File: src/rtl/ctrl_pkg.sv
// ctrl_pkg: shared types and constants for the ctrl_sequencer control unit.
//   seq_state_e  - sequencer FSM states
//   ctrl_out_t   - registered control strobes driven toward decoder/datapath
//   ctrl_decode  - Moore output decode from (state, latched opCode[0])
package ctrl_pkg;

  localparam int unsigned OP_W   = 4;
  localparam int unsigned WDOG_W = 4;

  localparam logic [OP_W-1:0] OP_HALT = 4'hF;

  // opCode[0] variant meanings, captured at DECODE
  localparam logic OP_VAR_MOVI  = 1'b1;  // MOV: immediate source via BRjEn
  localparam logic OP_VAR_STORE = 1'b1;  // load/store: store when set

  typedef enum logic [3:0] {
    IDLE     = 4'd0,
    FETCH    = 4'd1,
    LATCH    = 4'd2,
    DECODE   = 4'd3,
    ALU_A    = 4'd4,
    ALU_B    = 4'd5,
    MOV      = 4'd6,
    MEM_ADDR = 4'd7,
    MEM_DATA = 4'd8,
    WB       = 4'd9,
    NOP      = 4'd10,
    HALT     = 4'd11
  } seq_state_e;

  typedef struct packed {
    logic fetch;
    logic ir;
    logic iri_en;
    logic irj_en;
    logic brj_en;
    logic mem_rd;
    logic mem_wr;
    logic mar_ld;
    logic reg_we;
    logic alu_go;
    logic pc_inc;
    logic halted;
  } ctrl_out_t;

  // Moore decode: strobes depend only on state and the latched variant bit
  function automatic ctrl_out_t ctrl_decode(input seq_state_e st, input logic variant);
    ctrl_out_t o;
    o = '0;
    case (st)
      FETCH:    begin o.fetch  = 1'b1; o.mem_rd = 1'b1; end
      LATCH:    begin o.ir     = 1'b1; o.mem_rd = 1'b1; end
      ALU_A:    begin o.iri_en = 1'b1; o.alu_go = 1'b1; end
      ALU_B:    o.irj_en = 1'b1;
      MOV: begin
        if (variant == OP_VAR_MOVI) o.brj_en = 1'b1;
        else                        o.irj_en = 1'b1;
      end
      MEM_ADDR: begin o.irj_en = 1'b1; o.mar_ld = 1'b1; end
      MEM_DATA: begin
        if (variant == OP_VAR_STORE) begin
          o.iri_en = 1'b1;
          o.mem_wr = 1'b1;
        end else begin
          o.mem_rd = 1'b1;
        end
      end
      WB:       begin o.iri_en = 1'b1; o.reg_we = 1'b1; o.pc_inc = 1'b1; end
      NOP:      o.pc_inc = 1'b1;
      HALT:     o.halted = 1'b1;
      default:  ;
    endcase
    return o;
  endfunction

endpackage

File: src/rtl/seq_alu_wdog.sv
// seq_alu_wdog: ALU_B wait-cycle watchdog (built only with SEQ_ALU_TIMEOUT_EN).
//   clk, reset  - clock, synchronous active-low reset
//   clear_i     - cycle before ALU_B entry; counter restarts
//   run_i       - sequencer is in ALU_B; count this cycle
//   expire_o    - registered: current ALU_B cycle is the LIMIT-th one
module seq_alu_wdog
  import ctrl_pkg::*;
#(
  parameter int unsigned LIMIT = 15
) (
  input  logic clk,
  input  logic reset,
  input  logic clear_i,
  input  logic run_i,
  output logic expire_o
);

  // Counter holds (ALU_B cycles elapsed - 1) while in ALU_B
  localparam logic [WDOG_W-1:0] LAST = WDOG_W'(LIMIT - 1);

  logic [WDOG_W-1:0] cnt_q, cnt_d;
  logic              expire_q, expire_d;

  always_comb begin
    cnt_d = cnt_q;
    if (clear_i)    cnt_d = '0;
    else if (run_i) cnt_d = cnt_q + WDOG_W'(1);
    // Flag precomputed so it lines up with the cycle the count refers to
    expire_d = (cnt_d == LAST);
  end

  always_ff @(posedge clk) begin
    if (!reset) begin
      cnt_q    <= '0;
      expire_q <= 1'b0;
    end else begin
      cnt_q    <= cnt_d;
      expire_q <= expire_d;
    end
  end

  assign expire_o = expire_q;

endmodule

File: src/rtl/ctrl_sequencer.sv
// ctrl_sequencer: control-unit FSM sequencing fetch/latch/decode/execute/writeback.
// Optional macro SEQ_ALU_TIMEOUT_EN adds an ALU_B timeout (alu_err), else alu_err=0.
//   clk, reset            - clock, synchronous active-low reset
//   start                 - leave IDLE
//   mem_ready, alu_done   - memory / ALU completion
//   opCode, ALUstr, MOVstr, LDSRstr - decoder outputs sampled in DECODE
//   IF, IR, IRiEn, IRjEn, BRjEn     - decoder strobes/enables
//   mem_rd, mem_wr, mar_ld, reg_we, alu_go, pc_inc - datapath controls
//   halted, alu_err       - status
module ctrl_sequencer
  import ctrl_pkg::*;
#(
  parameter int unsigned ALU_TIMEOUT = 15
) (
  input  logic            clk,
  input  logic            reset,
  input  logic            start,
  input  logic            mem_ready,
  input  logic [OP_W-1:0] opCode,
  input  logic            ALUstr,
  input  logic            MOVstr,
  input  logic            LDSRstr,
  input  logic            alu_done,
  output logic            IF,
  output logic            IR,
  output logic            IRiEn,
  output logic            IRjEn,
  output logic            BRjEn,
  output logic            mem_rd,
  output logic            mem_wr,
  output logic            mar_ld,
  output logic            reg_we,
  output logic            alu_go,
  output logic            pc_inc,
  output logic            halted,
  output logic            alu_err
);

  // Elaboration-time range guard on the timeout counter width
  if (ALU_TIMEOUT == 0 || ALU_TIMEOUT > ((2 ** WDOG_W) - 1)) begin : g_bad_timeout
    $error("ctrl_sequencer: ALU_TIMEOUT out of range");
  end

  seq_state_e state_q, state_d;
  logic       variant_q, variant_d;
  ctrl_out_t  out_q, out_d;

`ifdef SEQ_ALU_TIMEOUT_EN
  logic err_q, err_d;
  logic wdog_expire;

  seq_alu_wdog #(
    .LIMIT (ALU_TIMEOUT)
  ) u_wdog (
    .clk      (clk),
    .reset    (reset),
    .clear_i  (state_q == ALU_A),
    .run_i    (state_q == ALU_B),
    .expire_o (wdog_expire)
  );
`endif

  // Next-state; outputs are decoded from the next state and registered
  always_comb begin
    state_d   = state_q;
    variant_d = variant_q;
`ifdef SEQ_ALU_TIMEOUT_EN
    err_d     = err_q;
`endif
    case (state_q)
      IDLE:     if (start) state_d = FETCH;
      FETCH:    if (mem_ready) state_d = LATCH;
      LATCH:    state_d = DECODE;
      DECODE: begin
        variant_d = opCode[0];
        if (LDSRstr)                 state_d = MEM_ADDR;
        else if (MOVstr)             state_d = MOV;
        else if (ALUstr)             state_d = ALU_A;
        else if (opCode == OP_HALT)  state_d = HALT;
        else                         state_d = NOP;
      end
      ALU_A:    state_d = ALU_B;
      ALU_B: begin
        // alu_done on the terminal count still completes normally
        if (alu_done) state_d = WB;
`ifdef SEQ_ALU_TIMEOUT_EN
        else if (wdog_expire) begin
          state_d = NOP;
          err_d   = 1'b1;
        end
`endif
      end
      MOV:      state_d = WB;
      MEM_ADDR: state_d = MEM_DATA;
      MEM_DATA: begin
        if (mem_ready) state_d = (variant_q == OP_VAR_STORE) ? NOP : WB;
      end
      WB:       state_d = FETCH;
      NOP:      state_d = FETCH;
      HALT:     state_d = HALT;
      default:  state_d = IDLE;
    endcase
    out_d = ctrl_decode(state_d, variant_d);
  end

  always_ff @(posedge clk) begin
    if (!reset) begin
      state_q   <= IDLE;
      variant_q <= 1'b0;
      out_q     <= '0;
`ifdef SEQ_ALU_TIMEOUT_EN
      err_q     <= 1'b0;
`endif
    end else begin
      state_q   <= state_d;
      variant_q <= variant_d;
      out_q     <= out_d;
`ifdef SEQ_ALU_TIMEOUT_EN
      err_q     <= err_d;
`endif
    end
  end

  assign IF     = out_q.fetch;
  assign IR     = out_q.ir;
  assign IRiEn  = out_q.iri_en;
  assign IRjEn  = out_q.irj_en;
  assign BRjEn  = out_q.brj_en;
  assign mem_rd = out_q.mem_rd;
  assign mem_wr = out_q.mem_wr;
  assign mar_ld = out_q.mar_ld;
  assign reg_we = out_q.reg_we;
  assign alu_go = out_q.alu_go;
  assign pc_inc = out_q.pc_inc;
  assign halted = out_q.halted;

`ifdef SEQ_ALU_TIMEOUT_EN
  assign alu_err = err_q;
`else
  assign alu_err = 1'b0;
`endif

endmodule

File: config.mk
export PLATFORM = sky130hd
export DESIGN_NAME = ctrl_sequencer
export DESIGN_NICKNAME = d
export VERILOG_FILES = /design/src/rtl/ctrl_pkg.sv /design/src/rtl/seq_alu_wdog.sv /design/src/rtl/ctrl_sequencer.sv
export SDC_FILE = /design/constraint.sdc
export NUM_CORES = 1
export LEC_CHECK = 0
export CAP_MARGIN = 0
export CORE_AREA = 2 2 70 45
export CTS_BUF_LIST = sky130_fd_sc_hd__clkbuf_16
export DETAILED_ROUTE_END_ITERATION = 8
export DIE_AREA = 0 0 72 47
export PLACE_DENSITY = 0.56
export SYNTH_ARGS = -nofsm -noshare
export SYNTH_HDL_FRONTEND = slang
export SYNTH_SLANG_ARGS = --single-unit
File: constraint.sdc
create_clock -name clk -period 2 [get_ports clk]
set_input_delay 0.6 -clock clk [delete_from_list [all_inputs] [get_ports clk]]
set_output_delay 0.6 -clock clk [all_outputs]
set_load 0.03 [all_outputs]
==> impl_summary.log, run 1 <==
[metrics] clock transition time at the flip-flop clock pins of the worst setup and hold paths: 50 ps
[metrics] die width: 72 µm
[metrics] family with the most delay on the worst path: buffers and inverters
[metrics] global placement routability congestion: 0.8135
[metrics] maximum number of pins on one net before global-route repair: 12
[metrics] max FFs per register: 4
[metrics] core box area: 2759 µm²
[metrics] number of placement rows: 15
[metrics] register with the highest flop count: state_q
[metrics] Die ar.: 3384 µm²
[metrics] starting utilization of the core area: 28.66%
[metrics] pre-CTS worst setup slack: -310.3 ps
[metrics] CP max stage cell: clkdlybuf4s50_1
[metrics] worst hold margin: 684.6 ps
[metrics] synthesis-stage register bit count: 17
[metrics] end of the worst register-to-register path: BRjEn
[metrics] max frequency: 527.9 MHz
[metrics] Final min period: 1894 ps
[metrics] Nets: 137
[metrics] Overall Power: 0.001031 W
[metrics] crit-path cells: clkdlybuf4s50_1 -> and4b_1 -> nand4b_1 -> buf_4 -> a21oi_1 -> nor2_1 -> a21oi_1
[metrics] overall global routing resource usage: 12.32%
[metrics] worst path bufs/invs: 2
[metrics] DP Cell Count: 153
[metrics] most repeated library cell on the critical path: a21oi_1
[metrics] Max-Cap Viols: 0
[metrics] area of the mapped netlist: 790.8 µm²
[metrics] average cell area after synthesis: 9.089 µm²
[metrics] routed via count divided by cell count: 4.753
[metrics] deepest clock path buffer count: 2
[metrics] # DRC: 0
[metrics] number of global-route vias before repair: 658
[metrics] leading cell types in the layout, fill and taps excluded: 19 x clkdlybuf4s50_1, 17 x dfxtp_1, 13 x buf_4, 12 x nor2_1, 5 x a21oi_1
[metrics] Final Hold Vio Count: 0
[metrics] Routed WL: 2030 µm
[metrics] Crit. End Element: flip-flop
[metrics] Reg2Reg Setup Slack: 170 ps
[metrics] initial antenna violation count: 0
[metrics] leak pwr: 0.5723 nW
[metrics] clock insertion delay at the later pin of the skew report: 250 ps
[metrics] routed wirelength normalized by instance count: 12.85 µm
[metrics] maximum fanout count along the critical path: 2
[metrics] number of antenna repair diodes: 0
[metrics] ratio of total power to cell area: 796.2 nW/µm²
[metrics] total of warnings raised by yosys: 0
[metrics] share of synthesized area occupied by flip-flops and latches: 43.04%
[metrics] synth-to-layout area growth: 63.77%
[metrics] unrepaired setup endpoints after global routing: no
[metrics] grt ovf: 0
[metrics] post-synth cell types: 39
[metrics] required time reported for the critical path endpoint: 2170 ps
[metrics] result of the run: finished clean
[metrics] die height: 47 µm
[metrics] DR pass1 iterations: 4
[metrics] number of standard cells in the final layout excluding fillers: 158
[metrics] fraction of layout cells with a size suffix above 1: 29.84%
[metrics] number of nets produced by synthesis: 99
[metrics] TritonCTS buffer count: 3
[metrics] IO buf count: 23
[metrics] reg-to-reg critical path startpoint: state_q[1]
[metrics] aggregate negative setup slack: 0 ps
[metrics] routed via count: 751
[metrics] end point of the worst hold path: mem_wr
[metrics] number of cell instances on the worst register-to-register path: 6
[metrics] worst-case vdd ir drop: 361.7 µV
[metrics] number of DRC markers in iteration 0: 44
[metrics] Tcrit/Tclk final: 94.72%
[metrics] CTS Root Buffer Type: clkbuf_16
[metrics] number of stages on the worst hold path: 2
[metrics] category of the most critical setup path: in -> reg
[metrics] IO Count: 25
[metrics] wire length of the first global-routing pass: 3049 µm
[metrics] most common library cell in the layout ignoring fill and taps: clkdlybuf4s50_1
[metrics] sink count of the clock tree: 17
[metrics] total count of max-transition violations in the final report: 0
[metrics] worst min-delay path category: reg -> reg
[metrics] final setup violation count: 0
[metrics] H-tree lvl count: 1
[metrics] Largest stage delay, worst path: 470 ps
[metrics] Detail Placement HPWL: 1519 µm
[metrics] cell count after synthesis: 87
[metrics] TritonCTS clock tree: done
[metrics] crit path DAT: 2070 ps
[metrics] startpoint types: input pin
[metrics] antenna-violating nets left: 0
[metrics] beginning of the worst hold path: variant_q
[metrics] minimum setup slack in the final design: 105.6 ps
[metrics] setup skew after layout: 3.654 ps
cells in the mapped netlist (all sizes together):
cell / instances / share of area, %
a2111oi: 1 / 1.9
a211o: 2 / 2.4
a21oi: 6 / 4.3
a311o: 1 / 1.3
a311oi: 1 / 1.1
and2: 2 / 1.9
and3: 3 / 2.5
and3b: 1 / 1.3
and4b: 1 / 1.3
buf: 3 / 3.0
clkinv: 1 / 0.63
conb: 1 / 0.47
dfxtp: 17 / 43
inv: 4 / 1.9
mux2i: 1 / 1.3
nand2: 5 / 2.4
nand2b: 3 / 3.3
nand3: 2 / 1.3
nand3b: 1 / 0.95
nand4b: 1 / 1.1
nor2: 12 / 5.7
nor2b: 4 / 3.2
nor3: 4 / 3.2
nor3b: 3 / 2.8
o22ai: 1 / 1.6
o32a: 1 / 1.3
o32ai: 1 / 1.1
or2: 1 / 0.79
or3b: 2 / 2.2
or4: 1 / 0.95
layer usage:
layer / global-route usage [%] / vias up / share of wire, %
met5: 0 / - / 0
met4: 2.642 / 0 / 0.69
met3: 4.721 / 2 / 5.0
met2: 17.22 / 23 / 42
met1: 17.91 / 345 / 53
li1: - / 381 / -
worst max-delay path by stage:
stage               from     end  depth (start not counted)
4_1_cts          LDSRstr   BRjEn                          6
2_1_floorplan  mem_ready  pc_inc                          5
3_5_place_dp     LDSRstr   BRjEn                          6
3_3_place_gp   mem_ready   BRjEn                          6
5_1_grt        opCode[0]  pc_inc                          6
6_report       opCode[0]  mem_rd                          7
report_power, final:
group | leakage [nW] | switching (W) | internal [W]
clock | 0.0423 | 0.000122 | 0.000265
sequential | 0.138 | 0.0000214 | 0.000358
combinational | 0.392 | 0.000128 | 0.000136
repair_timing:
item,in CTS,in global routing
hold buffers,0,0
setup endpoints to repair,5,10
pin swaps,1,5
resized for setup,3,14
buffers inserted,0,1
metrics by stage:
step | area, µm² | utilization, %
floorplan | 790.8 | -
global placement | 1130 | 40.95
detailed placement | 1130 | 40.95
CTS | 1234 | 44.72
global route | 1295 | 46.94
finish | 1295 | 46.94
final cells by class:
type / instances / area [µm²]
clock inverters: 1 / 3.754
well taps: 34 / 42.54
fillers: 261 / 1464
flip-flops and latches: 17 / 340.3
repair buffers: 36 / 337.8
clock buffers: 3 / 75.07
inverters: 5 / 20.02
multi-input cells: 62 / 475.5
kinds of logic after synthesis:
family                 synth area share, %
AO/OA/AOI/OAI                        14.87
buffers and inverters                5.536
AND/OR/NAND/NOR                      34.81
flip-flops                           43.04
multiplexers                         1.266
other                               0.4742
worst register-to-register path, stage by stage (launching register included):
cell	delay, ps
dfxtp_1	540
and2_4	260
or3b_1	350
a211o_1	330
clkinv_2	80
nand2b_4	60
nor3_2	150
Note: power is estimated with default switching activity, not from simulation.
==> inputs of run 2 (changes only) <==
--- a/config.mk
+++ b/config.mk
@@ -11,6 +11,8 @@
 export DETAILED_ROUTE_END_ITERATION = 8
 export DIE_AREA = 0 0 72 47
 export PLACE_DENSITY = 0.56
+export REMOVE_ABC_BUFFERS = 1
+export SKIP_CTS_REPAIR_TIMING = 1
 export SYNTH_ARGS = -nofsm -noshare
 export SYNTH_HDL_FRONTEND = slang
 export SYNTH_SLANG_ARGS = --single-unit
==> run 2 against run 1 <==
Effect of this change:
- die area is the same
- maximum frequency decreased by 1.2%
- critical path depth grew 1
- first-iteration DRC count is 6.8% lower
- sequential share of layout area is 0.47 points higher
- clock power rose by 2%
- global-route usage rose by 0.30 points
- setup slack lost 23 ps
- routed wire length shrank 2.7%
==> impl_summary.log, run 2 (synthesis results as in run 1) <==
[metrics] clock insertion delay at the later pin of the skew report: 250 ps (about the same)
[metrics] wire length of the first global-routing pass: 3167 µm (was 3049 µm)
[metrics] core box area: 2759 µm² (unchanged)
[metrics] global placement routability congestion: 0.8855 (was 0.8135)
[metrics] summed area of non-filler cells in the final layout: 1272 µm² (was 1295 µm²)
[metrics] crit-path cells: clkdlybuf4s50_1 -> a21oi_1 -> or3b_2 -> nand3_1 -> nand2_1 -> inv_1 -> nand2_1 -> o22ai_2 (was clkdlybuf4s50_1 -> and4b_1 -> nand4b_1 -> buf_4 -> a21oi_1 -> nor2_1 -> a21oi_1)
[metrics] worst setup path end: IRiEn (was mem_rd)
[metrics] # DRC: 0 (unchanged)
[metrics] Tcrit/Tclk final: 95.87% (was 94.72%)
[metrics] CTS Root Buffer Type: clkbuf_16 (unchanged)
[metrics] routed wirelength normalized by instance count: 12.66 µm (was 12.85 µm)
[metrics] aggregate negative setup slack: 0 ps (unchanged)
[metrics] Final Hold Vio Count: 0 (unchanged)
[metrics] post-route core utilization: 46.12% (was 46.94%)
[metrics] TritonCTS buffer count: 3 (unchanged)
[metrics] Die ar.: 3384 µm² (unchanged)
[metrics] leak pwr: 0.5633 nW (was 0.5723 nW)
[metrics] maximum number of pins on one net before global-route repair: 12 (unchanged)
[metrics] routed via count: 745 (was 751)
[metrics] leading cell types in the layout, fill and taps excluded: 18 x clkdlybuf4s50_1, 17 x dfxtp_1, 12 x nor2_1, 11 x buf_4 (was 19 x clkdlybuf4s50_1, 17 x dfxtp_1, 13 x buf_4, 12 x nor2_1, 5 x a21oi_1)
[metrics] number of global-route vias before repair: 699 (was 658)
[metrics] CP max stage cell: clkdlybuf4s50_1 (unchanged)
[metrics] routed via count divided by cell count: 4.776 (was 4.753)
[metrics] deepest clock path buffer count: 2 (unchanged)
[metrics] maximum fanout count along the critical path: 3 (was 2)
[metrics] DR pass1 iterations: 4 (unchanged)
[metrics] die height: 47 µm (unchanged)
[metrics] worst-case vdd ir drop: 260.3 µV (was 361.7 µV)
[metrics] crit path DAT: 2090 ps (was 2070 ps)
[metrics] overall global routing resource usage: 12.62% (was 12.32%)
[metrics] Detail Placement HPWL: 1505 µm (was 1519 µm)
[metrics] number of antenna repair diodes: 0 (unchanged)
[metrics] Final min period: 1917 ps (was 1894 ps)
[metrics] most common library cell in the layout ignoring fill and taps: clkdlybuf4s50_1 (unchanged)
[metrics] Crit. End Element: flip-flop (unchanged)
[metrics] worst min-delay path category: reg -> reg (unchanged)
[metrics] final setup violation count: 0 (unchanged)
[metrics] clock transition time at the flip-flop clock pins of the worst setup and hold paths: 50 ps (about the same)
[metrics] reg-to-reg critical path startpoint: state_q[0] (was state_q[1])
[metrics] setup skew after layout: 0.9711 ps (was 3.654 ps)
[metrics] number of placement rows: 15 (unchanged)
[metrics] max FFs per register: 4 (unchanged)
[metrics] ratio of total power to cell area: 811.2 nW/µm² (was 796.2 nW/µm²)
[metrics] Routed WL: 1975 µm (was 2030 µm)
[metrics] category of the most critical setup path: in -> reg (unchanged)
[metrics] total count of max-transition violations in the final report: 0 (unchanged)
[metrics] Multi-input gate area: 465.4 µm² (was 475.5 µm²)
[metrics] number of DRC markers in iteration 0: 41 (was 44)
[metrics] DP Cell Count: 152 (was 153)
[metrics] placed inst area: 1122 µm² (was 1130 µm²)
[metrics] family with the most delay on the worst path: simple AND/OR/NAND/NOR gates (was buffers and inverters)
[metrics] worst hold margin: 732.2 ps (was 684.6 ps)
[metrics] Max-Cap Viols: 0 (unchanged)
[metrics] synth-to-layout area growth: 60.92% (was 63.77%)
[metrics] IO buf count: 23 (unchanged)
[metrics] unrepaired setup endpoints after global routing: no (unchanged)
[metrics] Seq. cell area: 340.3 µm² (unchanged)
[metrics] Nets: 135 (was 137)
[metrics] worst path bufs/invs: 2 (unchanged)
[metrics] sink count of the clock tree: 17 (unchanged)
[metrics] die width: 72 µm (unchanged)
[metrics] TritonCTS clock tree: done (unchanged)
[metrics] CP Launch Point: alu_done (was opCode[0])
[metrics] most repeated library cell on the critical path: nand2_1 (was a21oi_1)
[metrics] result of the run: finished clean (unchanged)
[metrics] beginning of the worst hold path: variant_q (unchanged)
[metrics] Reg2Reg Setup Slack: 200 ps (was 170 ps)
[metrics] end of the worst register-to-register path: IRiEn (was BRjEn)
[metrics] max frequency: 521.5 MHz (was 527.9 MHz)
[metrics] required time reported for the critical path endpoint: 2170 ps (about the same)
[metrics] register with the highest flop count: state_q (unchanged)
[metrics] fraction of layout cells with a size suffix above 1: 27.87% (was 29.84%)
[metrics] antenna-violating nets left: 0 (unchanged)
[metrics] number of standard cells in the final layout excluding fillers: 156 (was 158)
[metrics] count of cell instances traversed by the critical path: 8 (was 7)
[metrics] IO Count: 25 (unchanged)
[metrics] H-tree lvl count: 1 (unchanged)
[metrics] filler cell count in the final layout: 252 (was 261)
[metrics] starting utilization of the core area: 28.66% (unchanged)
[metrics] initial antenna violation count: 0 (unchanged)
[metrics] startpoint types: input pin (unchanged)
[metrics] number of cell instances on the worst register-to-register path: 6 (unchanged)
[metrics] grt ovf: 0 (unchanged)
[metrics] Largest stage delay, worst path: 470 ps (about the same)
[run 2: how the worst min path moves through the flow]
stage,end,slack [ps],depth (start not counted)
2_1_floorplan,variant_q,590,2
3_3_place_gp,variant_q,700,3
3_5_place_dp,variant_q,710,3
4_1_cts,variant_q,730,3
5_1_grt,variant_q,790,3
6_report,variant_q,730,3
[run 2: cell type report]
type | instances | share of cell area (%)
clock buffers | 3 | 5.900
repair buffers | 34 | 25.57
well taps | 34 | 3.343
inverters | 5 | 1.573
clock inverters | 1 | 0.2950
flip-flops and latches | 17 | 26.75
multi-input cells | 62 | 36.58
[run 2: stage by stage]
stage | power (W) | setup WS (ps)
after detailed placement | 0.0006186 | -295.5
final | 0.001032 | 82.51
after floorplan | 0.0005115 | 294.0
after global placement | 0.0006185 | -273.5
after CTS | 0.001019 | -45.31
after global routing | 0.001074 | 8.325
[run 2: power by group]
group / switching (W) / internal, W / total [W]
combinational: 0.000126 / 0.000131 / 0.000257
sequential: 0.0000219 / 0.000358 / 0.000380
clock: 0.000130 / 0.000265 / 0.000395
total: 0.000278 / 0.000754 / 0.00103
[run 2: tightest hold or removal path: cells and delay by family, from the launching register on]
family | cells | cell delay (ps)
muxes | 1 | 100
DFF | 1 | 340
buffers and inverters | 1 | 170
and+or+nand+nor | 1 | 80
[run 2: per-layer routing]
metal	routed length (µm)	global-route usage [%]	vias up	part of all wire, %
met5	0	0	-	0
met2	765	18.52	36	39
met1	1047	18.11	334	53
met3	146	3.863	3	7.4
met4	15	3.396	0	0.76
li1	-	-	372	-
